<file path="config.mk">
export PLATFORM = sky130hd
export DESIGN_NAME = bram_uart_tx_flat
export DESIGN_NICKNAME = d
export VERILOG_FILES = /design/src/rtl/ulm_uart_pkg.sv /design/src/rtl/bram_uart_tx_if.sv /design/src/rtl/uart_baud_tick.sv /design/src/rtl/bram_uart_tx.sv /design/src/flat_wrapper.sv
export SDC_FILE = /design/constraint.sdc
export NUM_CORES = 1
export LEC_CHECK = 0
export CAP_MARGIN = 0
export CELL_PAD_IN_SITES_DETAIL_PLACEMENT = 1
export CELL_PAD_IN_SITES_GLOBAL_PLACEMENT = 1
export CORE_AREA = 2 2 78 80
export CTS_CLUSTER_SIZE = 40
export DETAILED_ROUTE_END_ITERATION = 10
export DIE_AREA = 0 0 80 82
export PLACE_DENSITY_LB_ADDON = 0.2
export SLEW_MARGIN = 20
export SYNTH_ARGS = -nofsm -noshare
export SYNTH_HDL_FRONTEND = slang
export SYNTH_SLANG_ARGS = --single-unit
</file>
<file path="constraint.sdc">
create_clock -name clk_in -period 4.65 [get_ports clk_in]
set_input_delay 1.395 -clock clk_in [delete_from_list [all_inputs] [get_ports clk_in]]
set_output_delay 1.395 -clock clk_in [all_outputs]
set_load 0.005 [all_outputs]
</file>
<file path="src/rtl/ulm_uart_pkg.sv">
`default_nettype none
// +--------------------------------------------------------------------+
// | ulm_uart_pkg : shared FSM state encoding and UART defaults          |
// | Revision     : 1.0                                                  |
// +--------------------------------------------------------------------+
package ulm_uart_pkg;

    localparam int c_default_clks_per_bit = 104;

    typedef logic [2:0] uart_state_t;

    localparam uart_state_t c_st_idle   = 3'd0;
    localparam uart_state_t c_st_start  = 3'd1;
    localparam uart_state_t c_st_data   = 3'd2;
    localparam uart_state_t c_st_stop   = 3'd3;
    localparam uart_state_t c_st_finish = 3'd4;

    // True while a serial frame (start, data or stop bit) is on the line.
    function automatic logic is_frame_state(input uart_state_t s);
        return (s == c_st_start) || (s == c_st_data) || (s == c_st_stop);
    endfunction

endpackage
`default_nettype wire

</file>
<file path="src/rtl/bram_uart_tx_if.sv">
`default_nettype none
// +--------------------------------------------------------------------+
// | bram_uart_tx_if : request, BRAM read port and UART status bundle    |
// | Revision        : 1.0                                               |
// +--------------------------------------------------------------------+
interface bram_uart_tx_if #(
    parameter int ADDRW = 9
);
    logic             start_in;
    logic [ADDRW-1:0] base_in;
    logic [ADDRW:0]   len_in;
    logic [ADDRW-1:0] rd_addr_out;
    logic [7:0]       rd_data_in;
    logic             tx_out;
    logic             busy_out;
    logic             done_out;

    modport master (
        output start_in, base_in, len_in, rd_data_in,
        input  rd_addr_out, tx_out, busy_out, done_out
    );

    modport slave (
        input  start_in, base_in, len_in, rd_data_in,
        output rd_addr_out, tx_out, busy_out, done_out
    );
endinterface
`default_nettype wire

</file>
<file path="src/rtl/uart_baud_tick.sv">
`default_nettype none
// +--------------------------------------------------------------------+
// | uart_baud_tick : one-cycle tick every CLKS_PER_BIT clocks, clearable|
// | Revision       : 1.0                                                |
// +--------------------------------------------------------------------+
module uart_baud_tick
    import ulm_uart_pkg::*;
#(
    parameter int CLKS_PER_BIT = c_default_clks_per_bit
) (
    input  logic clk_in,
    input  logic rst_in,
    input  logic clear_in,
    output logic tick_out
);
    localparam int             c_cnt_w = (CLKS_PER_BIT > 2) ? $clog2(CLKS_PER_BIT) : 1;
    localparam logic [c_cnt_w-1:0] c_last = c_cnt_w'(CLKS_PER_BIT - 1);

    logic [c_cnt_w-1:0] cnt_q;
    logic [c_cnt_w-1:0] cnt_d;

    always_comb begin
        tick_out = !clear_in && (cnt_q == c_last);
        if (clear_in || tick_out) begin
            cnt_d = '0;
        end else begin
            cnt_d = cnt_q + 1'b1;
        end
    end

    always_ff @(posedge clk_in or posedge rst_in) begin
        if (rst_in) begin
            cnt_q <= '0;
        end else begin
            cnt_q <= cnt_d;
        end
    end

endmodule
`default_nettype wire

</file>
<file path="src/rtl/bram_uart_tx.sv">
`default_nettype none
// +--------------------------------------------------------------------+
// | bram_uart_tx : streams a block of BRAM bytes out as 8N1 UART frames |
// | Revision     : 1.0                                                  |
// +--------------------------------------------------------------------+
module bram_uart_tx
    import ulm_uart_pkg::*;
#(
    parameter int ADDRW        = 9,
    parameter int CLKS_PER_BIT = c_default_clks_per_bit
) (
    input  logic          clk_in,
    input  logic          rst_in,
    bram_uart_tx_if.slave bus
);
    uart_state_t      state_q,   state_d;
    logic [ADDRW-1:0] addr_q,    addr_d;
    logic [ADDRW:0]   rem_q,     rem_d;
    logic [7:0]       shift_q,   shift_d;
    logic [2:0]       bit_cnt_q, bit_cnt_d;
    logic             load_q,    load_d;
    logic             tx_q,      tx_d;
    logic             busy_q,    busy_d;
    logic             done_q,    done_d;

    logic             baud_clear;
    logic             baud_tick;

    uart_baud_tick #(
        .CLKS_PER_BIT (CLKS_PER_BIT)
    ) u_baud (
        .clk_in   (clk_in),
        .rst_in   (rst_in),
        .clear_in (baud_clear),
        .tick_out (baud_tick)
    );

    // The BRAM read is combinational on addr_q, so the byte is captured on
    // the first START cycle (load_q) once the new address has settled.
    always_comb begin
        state_d    = state_q;
        addr_d     = addr_q;
        rem_d      = rem_q;
        shift_d    = shift_q;
        bit_cnt_d  = bit_cnt_q;
        load_d     = 1'b0;
        baud_clear = 1'b0;

        case (state_q)
            c_st_idle, c_st_finish: begin
                baud_clear = 1'b1;
                state_d    = c_st_idle;
                if (bus.start_in) begin
                    if (bus.len_in != '0) begin
                        addr_d    = bus.base_in;
                        rem_d     = bus.len_in;
                        bit_cnt_d = '0;
                        load_d    = 1'b1;
                        state_d   = c_st_start;
                    end else begin
                        state_d   = c_st_finish;
                    end
                end
            end
            c_st_start: begin
                if (load_q) begin
                    shift_d = bus.rd_data_in;
                end
                if (baud_tick) begin
                    bit_cnt_d = '0;
                    state_d   = c_st_data;
                end
            end
            c_st_data: begin
                if (baud_tick) begin
                    shift_d   = {1'b0, shift_q[7:1]};
                    bit_cnt_d = bit_cnt_q + 1'b1;
                    if (bit_cnt_q == 3'd7) begin
                        state_d = c_st_stop;
                    end
                end
            end
            c_st_stop: begin
                if (baud_tick) begin
                    addr_d = addr_q + 1'b1;
                    rem_d  = rem_q - 1'b1;
                    if (rem_q == (ADDRW+1)'(1)) begin
                        state_d = c_st_finish;
                    end else begin
                        load_d  = 1'b1;
                        state_d = c_st_start;
                    end
                end
            end
            default: begin
                state_d = c_st_idle;
            end
        endcase
    end

    // Line and status are registered, so they trail the FSM by one cycle.
    always_comb begin
        tx_d   = 1'b1;
        busy_d = is_frame_state(state_q);
        done_d = (state_q == c_st_finish);
        if (state_q == c_st_start) begin
            tx_d = 1'b0;
        end else if (state_q == c_st_data) begin
            tx_d = shift_q[0];
        end
    end

    always_ff @(posedge clk_in or posedge rst_in) begin
        if (rst_in) begin
            state_q   <= c_st_idle;
            addr_q    <= '0;
            rem_q     <= '0;
            shift_q   <= '0;
            bit_cnt_q <= '0;
            load_q    <= 1'b0;
            tx_q      <= 1'b1;
            busy_q    <= 1'b0;
            done_q    <= 1'b0;
        end else begin
            state_q   <= state_d;
            addr_q    <= addr_d;
            rem_q     <= rem_d;
            shift_q   <= shift_d;
            bit_cnt_q <= bit_cnt_d;
            load_q    <= load_d;
            tx_q      <= tx_d;
            busy_q    <= busy_d;
            done_q    <= done_d;
        end
    end

    assign bus.rd_addr_out = addr_q;
    assign bus.tx_out      = tx_q;
    assign bus.busy_out    = busy_q;
    assign bus.done_out    = done_q;

endmodule
`default_nettype wire

</file>
<file path="src/flat_wrapper.sv">
// flat-port wrapper written by rule: the top's interface ports become plain ports
module bram_uart_tx_flat import ulm_uart_pkg::*;
#(
    parameter int ADDRW        = 9,
    parameter int CLKS_PER_BIT = c_default_clks_per_bit
)
  (clk_in, rst_in, bus_start_in, bus_base_in, bus_len_in, bus_rd_data_in, bus_rd_addr_out, bus_tx_out, bus_busy_out, bus_done_out);
  bram_uart_tx_if #(.ADDRW(ADDRW)) bus_i ();
  input  logic clk_in;
  input  logic rst_in;
  input wire logic [$bits(bus_i.start_in)-1:0] bus_start_in;
  input wire logic [$bits(bus_i.base_in)-1:0] bus_base_in;
  input wire logic [$bits(bus_i.len_in)-1:0] bus_len_in;
  input wire logic [$bits(bus_i.rd_data_in)-1:0] bus_rd_data_in;
  output wire logic [$bits(bus_i.rd_addr_out)-1:0] bus_rd_addr_out;
  output wire logic [$bits(bus_i.tx_out)-1:0] bus_tx_out;
  output wire logic [$bits(bus_i.busy_out)-1:0] bus_busy_out;
  output wire logic [$bits(bus_i.done_out)-1:0] bus_done_out;
  assign bus_i.start_in = bus_start_in;
  assign bus_i.base_in = bus_base_in;
  assign bus_i.len_in = bus_len_in;
  assign bus_i.rd_data_in = bus_rd_data_in;
  assign bus_rd_addr_out = bus_i.rd_addr_out;
  assign bus_tx_out = bus_i.tx_out;
  assign bus_busy_out = bus_i.busy_out;
  assign bus_done_out = bus_i.done_out;
  bram_uart_tx #(.ADDRW(ADDRW), .CLKS_PER_BIT(CLKS_PER_BIT)) u_core (.clk_in(clk_in), .rst_in(rst_in), .bus(bus_i));
endmodule
</file>
Yosys cells after proc, flatten, opt, wreduce, memory -nomap -nowiden
Index checks and enable logic that the tools add are counted.
Word-level totals
  bits in registers: 44
  bits of input ports: 30
  output and inout port bits: 12
  word-level logic and storage cells: 76
Operators by class
  add/sub/neg operators: 4
  equality and inequality tests: 14
  multiplexer cells: 33
  reduce and logical (&&, ||, !) cells: 15
Operator list (number)
  2-to-1 mux 3 bit: 11
  2-to-1 mux 10 bit: 3
  2-to-1 mux 9 bit: 3
  case mux 10 bit (2 select lines): 1
  case mux 9 bit (2 select lines): 1
  2-to-1 mux 8 bit: 2
  case mux 8 bit (2 select lines): 1
  != test 2 x 1 -> 1 bit (second input constant): 6
  case mux 3 bit (4 select lines): 1
  equality test 10 x 1 -> 1 bit (second input constant): 1
  nonzero test 10 bit: 1
  subtractor 10 x 1 -> 10 bit (second input constant): 1
  adder 9 x 1 -> 9 bit (second input constant): 1
  case mux 3 bit (3 select lines): 1
  AND reduction 4 bit: 2
  adder 7 x 1 -> 7 bit (second input constant): 1
  equality test 7 bit (second input constant): 1
  2-to-1 mux 1 bit: 7
  2-to-1 mux 7 bit: 1
  equality test 3 x 2 -> 1 bit (second input constant): 2
  equality test 3 bit (second input constant): 2
  AND reduction 5 bit: 1
  nonzero test 2 bit: 2
  adder 3 x 1 -> 3 bit (second input constant): 1
  10 further kinds: 12

Depth between registers and ports, before layout
Gate-level depths: netlist of the first run.
  word-level depth: 7
  mapped depth: 7
  depth with buffers taken out: 6

Cells and area by module
Synthesis of the first run repeated with hierarchy kept, for this count alone.
Second synthesis, totals
  cells, all modules: 256
  area, all modules: 2458.6 µm²
Modules (own cells, without submodules)
  bram_uart_tx: instances 1, cells an instance 223, area each 2122.0 µm², seq. area each 927.1 µm²
  uart_baud_tick: instances 1, cells an instance 33, area each 336.6 µm², seq. area each 175.2 µm²

Worst setup path before layout of the first run
No wires, ideal clock.
  kind: input to register
  from: input bus_len_in[5]
  to: register u_core.addr_q[7], in the netlist u_core.bus.rd_addr_out[7]
  setup time: 0.126 ns
  arrival: 2.858 ns
  required time: 4.524 ns
  setup slack: 1.666 ns
  stages on the path: 4
  buffers on the path: 1
  path through: or4_4 > o41a_4 > buf_6 > o32a_1
Between the ends
  longest elaborated chain between the ends: 3
RTL lines
  start, declared: line flat_wrapper.sv:13  | input wire logic [$bits(bus_i.len_in)-1:0] bus_len_in;
  nonzero test 10 bit: line bram_uart_tx.sv:54  | if (bus.len_in != '0) begin
  != test 2 x 1 -> 1 bit (no line)
  AND reduction 4 bit (no line)
  end signal, assigned: line bram_uart_tx.sv:126  | addr_q <= addr_d;
  end, declared: line bram_uart_tx.sv:17  | logic [ADDRW-1:0] addr_q, addr_d;
Every way passes these cells.
A chain may end at the register's enable or synchronous reset.

Final worst setup path of the first run
  from: input bus_len_in[1]
  to: register u_core.rem_q[3]
Between the ends
  longest elaborated chain between the ends: 3
RTL lines
  nonzero test 10 bit: line bram_uart_tx.sv:54
  != test 2 x 1 -> 1 bit (no line)
  AND reduction 4 bit (no line)
  end signal, assigned: line bram_uart_tx.sv:127  | rem_q <= rem_d;
  end, declared: line bram_uart_tx.sv:18  | logic [ADDRW:0] rem_q, rem_d;
Every way passes these cells.

==> metrics.md, run 1 <==
| Metric | Value |
|---|---|
| Status | `completed` |
| Post-layout util | `52.7%` |
| Pleak | `1.18 nW` |
| Non-Filler Instances | `351` |
| Startpoint Class | `primary input` |
| Routability cong. | `0.818` |
| Worst Min Path Start | `u_core.u_baud.cnt_q[0]` |
| Post-synthesis cell area | `2430 um2` |
| Vias per Instance | `5.85` |
| Area Overhead vs Synth | `24.6%` |
| DP HPWL | `4630 um` |
| Peak VDD IR | `0.000210 V` |
| Cts repair resizes | `0` |
| Metal2 WL | `3030 um` |
| Nets | `311` |
| Synth top area cells | `dfrtp_1 (44%), mux2_2 (6.5%), ha_1 (3.1%), nor2_1 (3.1%), nand2_1 (2.3%)` |
| Pre-CTS setup slack | `1050 ps` |
| Reg2Reg Depth | `4` |
| Clk slew on worst S/H paths | `90 ps` |
| Worst r2r dst | `u_core.rem_q[8]` |
| Drt initial violations | `101` |
| Clk Latency, worst-skew pair | `300 ps` |
| Setup ws final | `1360 ps` |
| CTS sink count | `44` |
| Core area | `5750 um2` |
| WHS Path Cells | `1` |
| Synthesized netlist net count | `272` |
| Delay-heaviest family, CP | `buffers and inverters` |
| Post-synthesis cell type count | `59` |
| Top cell type's share of synthesized area | `44.2%` |
| Largest net degree at the start of global routing | `27` |
| Reg2reg start | `u_core.state_q[1]` |
| Sequential element share of the synthesized area | `45.3%` |
| Setup TNS | `0 ps` |
| Die area | `6560 um2` |
| M1 wire length | `3070 um` |
| Worst Tran Pin Value | `755 ps` |
| CTS Buffer Depth | `2` |
| Global-route wire length before repair | `10600 um` |
| Drc violations | `0` |
| Initial antenna violation count | `0` |
| Hold-fix buffers, CTS | `0` |
| Tcrit/Tclk final | `70.8%` |
| Gr usage total | `21.0%` |
| FFs w/ async S/R, synth | `100%` |
| Crit-path cells | `clkdlybuf4s50_1 > or4_1 > o41ai_4 > buf_4 > a22oi_1 > o211ai_1` |
| Fin. Hold Viols | `0` |
| Root Buffer | `clkbuf_8` |
| Footprint of the multi-input gates | `1250 um2` |
| Fillers | `644` |
| Crit path from | `bus_len_in[1]` |
| Ys Warns | `0` |
| Number of synthesized flops with an enable pin | `0` |
| Biggest area consumer among synthesized cells | `dfrtp_1` |
| Final setup fails | `0` |
| CTS tree | `done` |
| Die width | `80 um` |
| Max-Cap Viols | `0` |
| Unrepaired setup endpoints after global routing | `false` |
| Power Dens Cells | `485 nW/um2` |
| Post-DP Area | `2910 um2` |
| Final Max Tran Viols | `0` |
| WL final | `6320 um` |
| R2R setup slack | `2080 ps` |
| Relative slew slack | `49.3%` |
| H-Tree Depth | `2` |
| # rows | `28` |
| Min Tclk post-route | `3290 ps` |
| Die height | `82 um` |
| CTS Buf Count | `5` |
| Number of global-route vias before repair | `2104` |
| Setup Skew | `6.37 ps` |
| Yosys reg bits | `44` |
| Hold slack | `471 ps` |
| Remaining Overflow, GRT | `0` |
| Worst EP arrival | `3510 ps` |
| ANT nets after route | `0` |
| Commonest cells in the synthesized netlist | `dfrtp_1 (43), nor2_1 (20), nand2_1 (15)` |
| Diode count | `0` |
| Post-CTS Setup Repair Bufs | `0` |
| Critical path class | `primary input to register` |
| CP max stage delay | `660 ps` |
| Syn Area/Cell | `10.3 um2` |
| # IOs | `42` |
| Critical path peak fanout | `17` |
| Worst hold path class | `register to register` |
| Crit. End Element | `register` |
| Top Metal Used | `met4` |
| Sequential cell area | `1100 um2` |
| Metal3 WL | `169 um` |
| Hold endpoint | `u_core.u_baud.cnt_q[0]` |
| CP max stage cell | `or4_1` |
| Syn Inst Count | `236` |
| Starting Density | `42.3%` |
| Top-count cell post-synth | `dfrtp_1` |
| Layout cells sized above 1 | `12.7%` |
| Port bufs | `41` |
| Routed WL per cell | `18.0 um` |
| Most used DFF post-synth | `dfrtp_1` |
| Placed cell count | `343` |
| Worst path bufs/invs | `2` |
| Via count | `2052` |
| Tot Pwr | `1.47 mW` |
| Final instance area | `3030 um2` |
| Pre-antenna DRT Iters | `4` |
| Worst EP required | `4870 ps` |
| Fmax | `304 MHz` |
[cells in the final DEF, fill, tap and decap left out, drive strengths merged, types with 3 or more instances in the layout]
master and count:
a21oi 7, and3 4, clkbuf 6, clkdlybuf4s50 41, dfrtp 43, ha 6
inv 9, mux2 14, mux2i 3, nand2 15, nand3 10, nand4 6
nor2 20, nor2b 5, nor3 8, nor3b 7, nor4 4, o211ai 5
o21ai 6, o22ai 3, o311ai 3, xnor2 4
[layout make-up]
type	instances	share of cell area, %
flip-flops and latches	44	36.4
clock inverters	2	1.28
repair buffers	43	14.0
inverters	10	1.24
clock buffers	6	2.73
multi-input cells	171	41.2
well taps	75	3.10
[logic make-up after synthesis]
kind of cell    after synthesis  synth area share [%]
xor+xnor                      6                  2.16
fa+ha+maj                     6                  3.09
simple gates                 89                  20.4
mux                          17                  7.72
compound gates               53                  17.6
flops                        44                  45.3
buf+inv                      21                  3.76
[flip-flops by register name, indices dropped and copies added (netlist names)]
signal / count
u_core.rem_q: 10
u_core.bus.rd_addr_out: 9
u_core.shift_q: 8
u_core.u_baud.cnt_q: 7
u_core.bit_cnt_q: 3
u_core.state_q: 3
u_core.bus.busy_out: 1
u_core.bus.done_out: 1
u_core.bus.tx_out: 1
u_core.load_q: 1
[power by group]
part / internal [mW] / total (mW) / switching, mW
clock network: 0.176 / 0.314 / 0.139
registers: 0.525 / 0.665 / 0.140
logic: 0.266 / 0.491 / 0.225
[how the worst max path moves through the flow]
| stage | slack [ps] | endpoint | depth (start not counted) |
|---|---|---|---|
| 2_1_floorplan | 1670 | u_core.bus.rd_addr_out[7] | 4 |
| 3_3_place_gp | 1100 | u_core.rem_q[1] | 6 |
| 3_5_place_dp | 1050 | u_core.rem_q[3] | 6 |
| 4_1_cts | 1360 | u_core.rem_q[3] | 6 |
| 5_1_grt | 1210 | u_core.rem_q[3] | 6 |
| 6_report | 1360 | u_core.rem_q[3] | 6 |
[layer usage]
| metal | up-vias | global-route usage, % |
|---|---|---|
| li1 | 971 | - |
| met1 | 1047 | 29.7 |
| met2 | 30 | 33.9 |
| met3 | 4 | 3.30 |
| met4 | 0 | 5.08 |
| met5 | - | 0 |
Note: power is estimated with default switching activity, not from simulation.
==> run 2: changes to the inputs <==
CORE_AREA = 2 2 85 87   (was 2 2 78 80)
DIE_AREA = 0 0 87 89   (was 0 0 80 82)
clock period = 2.8 ns   (was 4.65 ns; I/O delays follow)
==> metrics.md, run 2 (synthesized netlist as in run 1, its figures left out) <==
| Metric | Value |
|---|---|
| Status | `completed` |
| Worst hold path class | `register to register` |
| Diode count | `0 (unchanged)` |
| Setup Skew | `7.83 ps (+1.46 ps)` |
| Port bufs | `41 (unchanged)` |
| Initial antenna violation count | `0 (unchanged)` |
| Crit. End Element | `register` |
| Setup TNS | `0 ps (unchanged)` |
| CTS Buf Count | `5 (unchanged)` |
| Core area | `6720 um2 (+17%)` |
| Tot Pwr | `2.46 mW (+67%)` |
| Worst Tran Pin Value | `682 ps (-73.5 ps)` |
| Die area | `7740 um2 (+18%)` |
| DP HPWL | `4740 um (+2.4%)` |
| # rows | `30 (+7.1%)` |
| Via count | `2058 (+0.29%)` |
| Post-CTS Setup Repair Bufs | `0 (unchanged)` |
| Root Buffer | `clkbuf_8` |
| CTS tree | `done` |
| WL final | `6420 um (+1.6%)` |
| Drc violations | `0 (unchanged)` |
| Remaining Overflow, GRT | `0 (unchanged)` |
| Setup ws final | `172 ps (-1180 ps)` |
| Drt initial violations | `119 (+18%)` |
| Routed WL per cell | `17.3 um (-3.8%)` |
| Final Max Tran Viols | `0 (unchanged)` |
| Critical path class | `primary input to register` |
| H-Tree Depth | `2 (unchanged)` |
| Hold slack | `471 ps (+0.500 ps)` |
| Most flops, register | `u_core.rem_q` |
| Clk Latency, worst-skew pair | `300 ps (about the same)` |
| Routability cong. | `0.784 (-4.0%)` |
| Vias per Instance | `5.55 (-5.1%)` |
| Global-route wire length before repair | `10500 um (-0.71%)` |
| CTS sink count | `44 (unchanged)` |
| Die width | `87 um (+8.8%)` |
| Final setup fails | `0 (unchanged)` |
| Commonest non-fill, non-tap cell in the layout | `dfrtp_1` |
| Sequential cell area | `1100 um2 (unchanged)` |
| # IOs | `42 (unchanged)` |
| Max reg flops | `10 (unchanged)` |
| Min Tclk post-route | `2630 ps` |
| Worst EP required | `2970 ps (-1900 ps)` |
| Area Overhead vs Synth | `29.6%` |
| Critical path peak fanout | `14 (-3)` |
| Power Dens Cells | `779 nW/um2 (+61%)` |
| Unrepaired setup endpoints after global routing | `false` |
| Max-Cap Viols | `0 (unchanged)` |
| Number of global-route vias before repair | `2068 (-1.7%)` |
| Startpoint Class | `primary input` |
| Starting Density | `36.2% (-6.1 points)` |
| Tcrit/Tclk final | `93.8%` |
| ANT nets after route | `0 (unchanged)` |
| Pleak | `1.26 nW (+6.6%)` |
| Fmax | `381 MHz` |
| Layout cells sized above 1 | `17.5% (+4.8 points)` |
| Peak VDD IR | `0.000270 V (+29%)` |
| Commonest cells after routing, fill and taps aside | `dfrtp_1 (43), clkdlybuf4s50_1 (41), nor2_1 (19)` |
| Fin. Hold Viols | `0 (unchanged)` |
| Largest net degree at the start of global routing | `29 (+7.4%)` |
| Worst EP arrival | `2800 ps (-710 ps)` |
| Die height | `89 um (+8.5%)` |
| Gr usage total | `17.5% (-3.5 points)` |
| Footprint of the multi-input gates | `1240 um2 (-0.70%)` |
| Nets | `326 (+4.8%)` |
| Pre-CTS setup slack | `-206 ps (-1250 ps)` |
| Pre-antenna DRT Iters | `4 (unchanged)` |
| Clk slew on worst S/H paths | `90 ps (about the same)` |
| Fillers | `747 (+16%)` |
| CTS Buffer Depth | `2 (unchanged)` |
| Relative slew slack | `54.3% (+4.9 points)` |
-- run 2: changes by cell type in the layout (fill, tap and decap cells not counted), sizes merged --
cell and change:
buf +15
-- run 2: final timing paths --
check / startpoint / to / slack [ps] / cells after the start
min: u_core.u_baud.cnt_q[0] / u_core.u_baud.cnt_q[0] / 470 / 1
min in group asynchronous: rst_in / u_core.bus.rd_addr_out[4] / 860 / 2
max in group asynchronous: rst_in / u_core.bus.tx_out / 1350 / 3
min reg2reg: u_core.u_baud.cnt_q[0] / u_core.u_baud.cnt_q[0] / 470 / 1
max: bus_len_in[1] / u_core.rem_q[8] / 170 / 6
max reg2reg: u_core.state_q[1] / u_core.rem_q[8] / 740 / 5
-- run 2: per-stage QoR --
step	cells	util [%]	cell area, um2
finish	371	46.9	3150
global route	371	46.9	3150
CTS	371	46.9	3150
detailed placement	363	45.1	3030
floorplan	236	-	2430
global placement	363	45.1	3030
-- run 2: metal layers --
metal  vias to the layer above  track usage (%)  routed length [um]
met5                         -                0                   0
met4                         0             4.26                  33
met3                         2             3.14                 261
met2                        33             26.1                2870
met1                      1022             26.3                3260
li1                       1001                -                   -
-- run 2: final cells by class --
type	count	area share, %
tap	80	3.17
sequential	44	35.0
multi-input combinational	171	39.4
timing repair buffer	58	17.5
clock inverter	2	1.23
clock buffer	6	2.62
inverter	10	1.19
-- run 2: power breakdown --
part           internal [mW]  total [mW]  switching, mW  leakage [nW]
clock                  0.292       0.523          0.231        0.0614
sequential             0.871        1.11          0.234         0.524
combinational          0.461       0.827          0.366         0.677
-- run 2: critical path, stage by stage --
cell             delay, ps
clkdlybuf4s50_1        430
or4_1                  640
o41a_4                 490
buf_4                  170
mux2i_1                140
mux2i_1                 90
-- run 2: repair_timing --
| item | 4_1_cts | 5_1_grt |
|---|---|---|
| hold buffers | 0 | 0 |
| endpoints found under the setup margin | 0 | 1 |
| gates resized for setup | 0 | 1 |
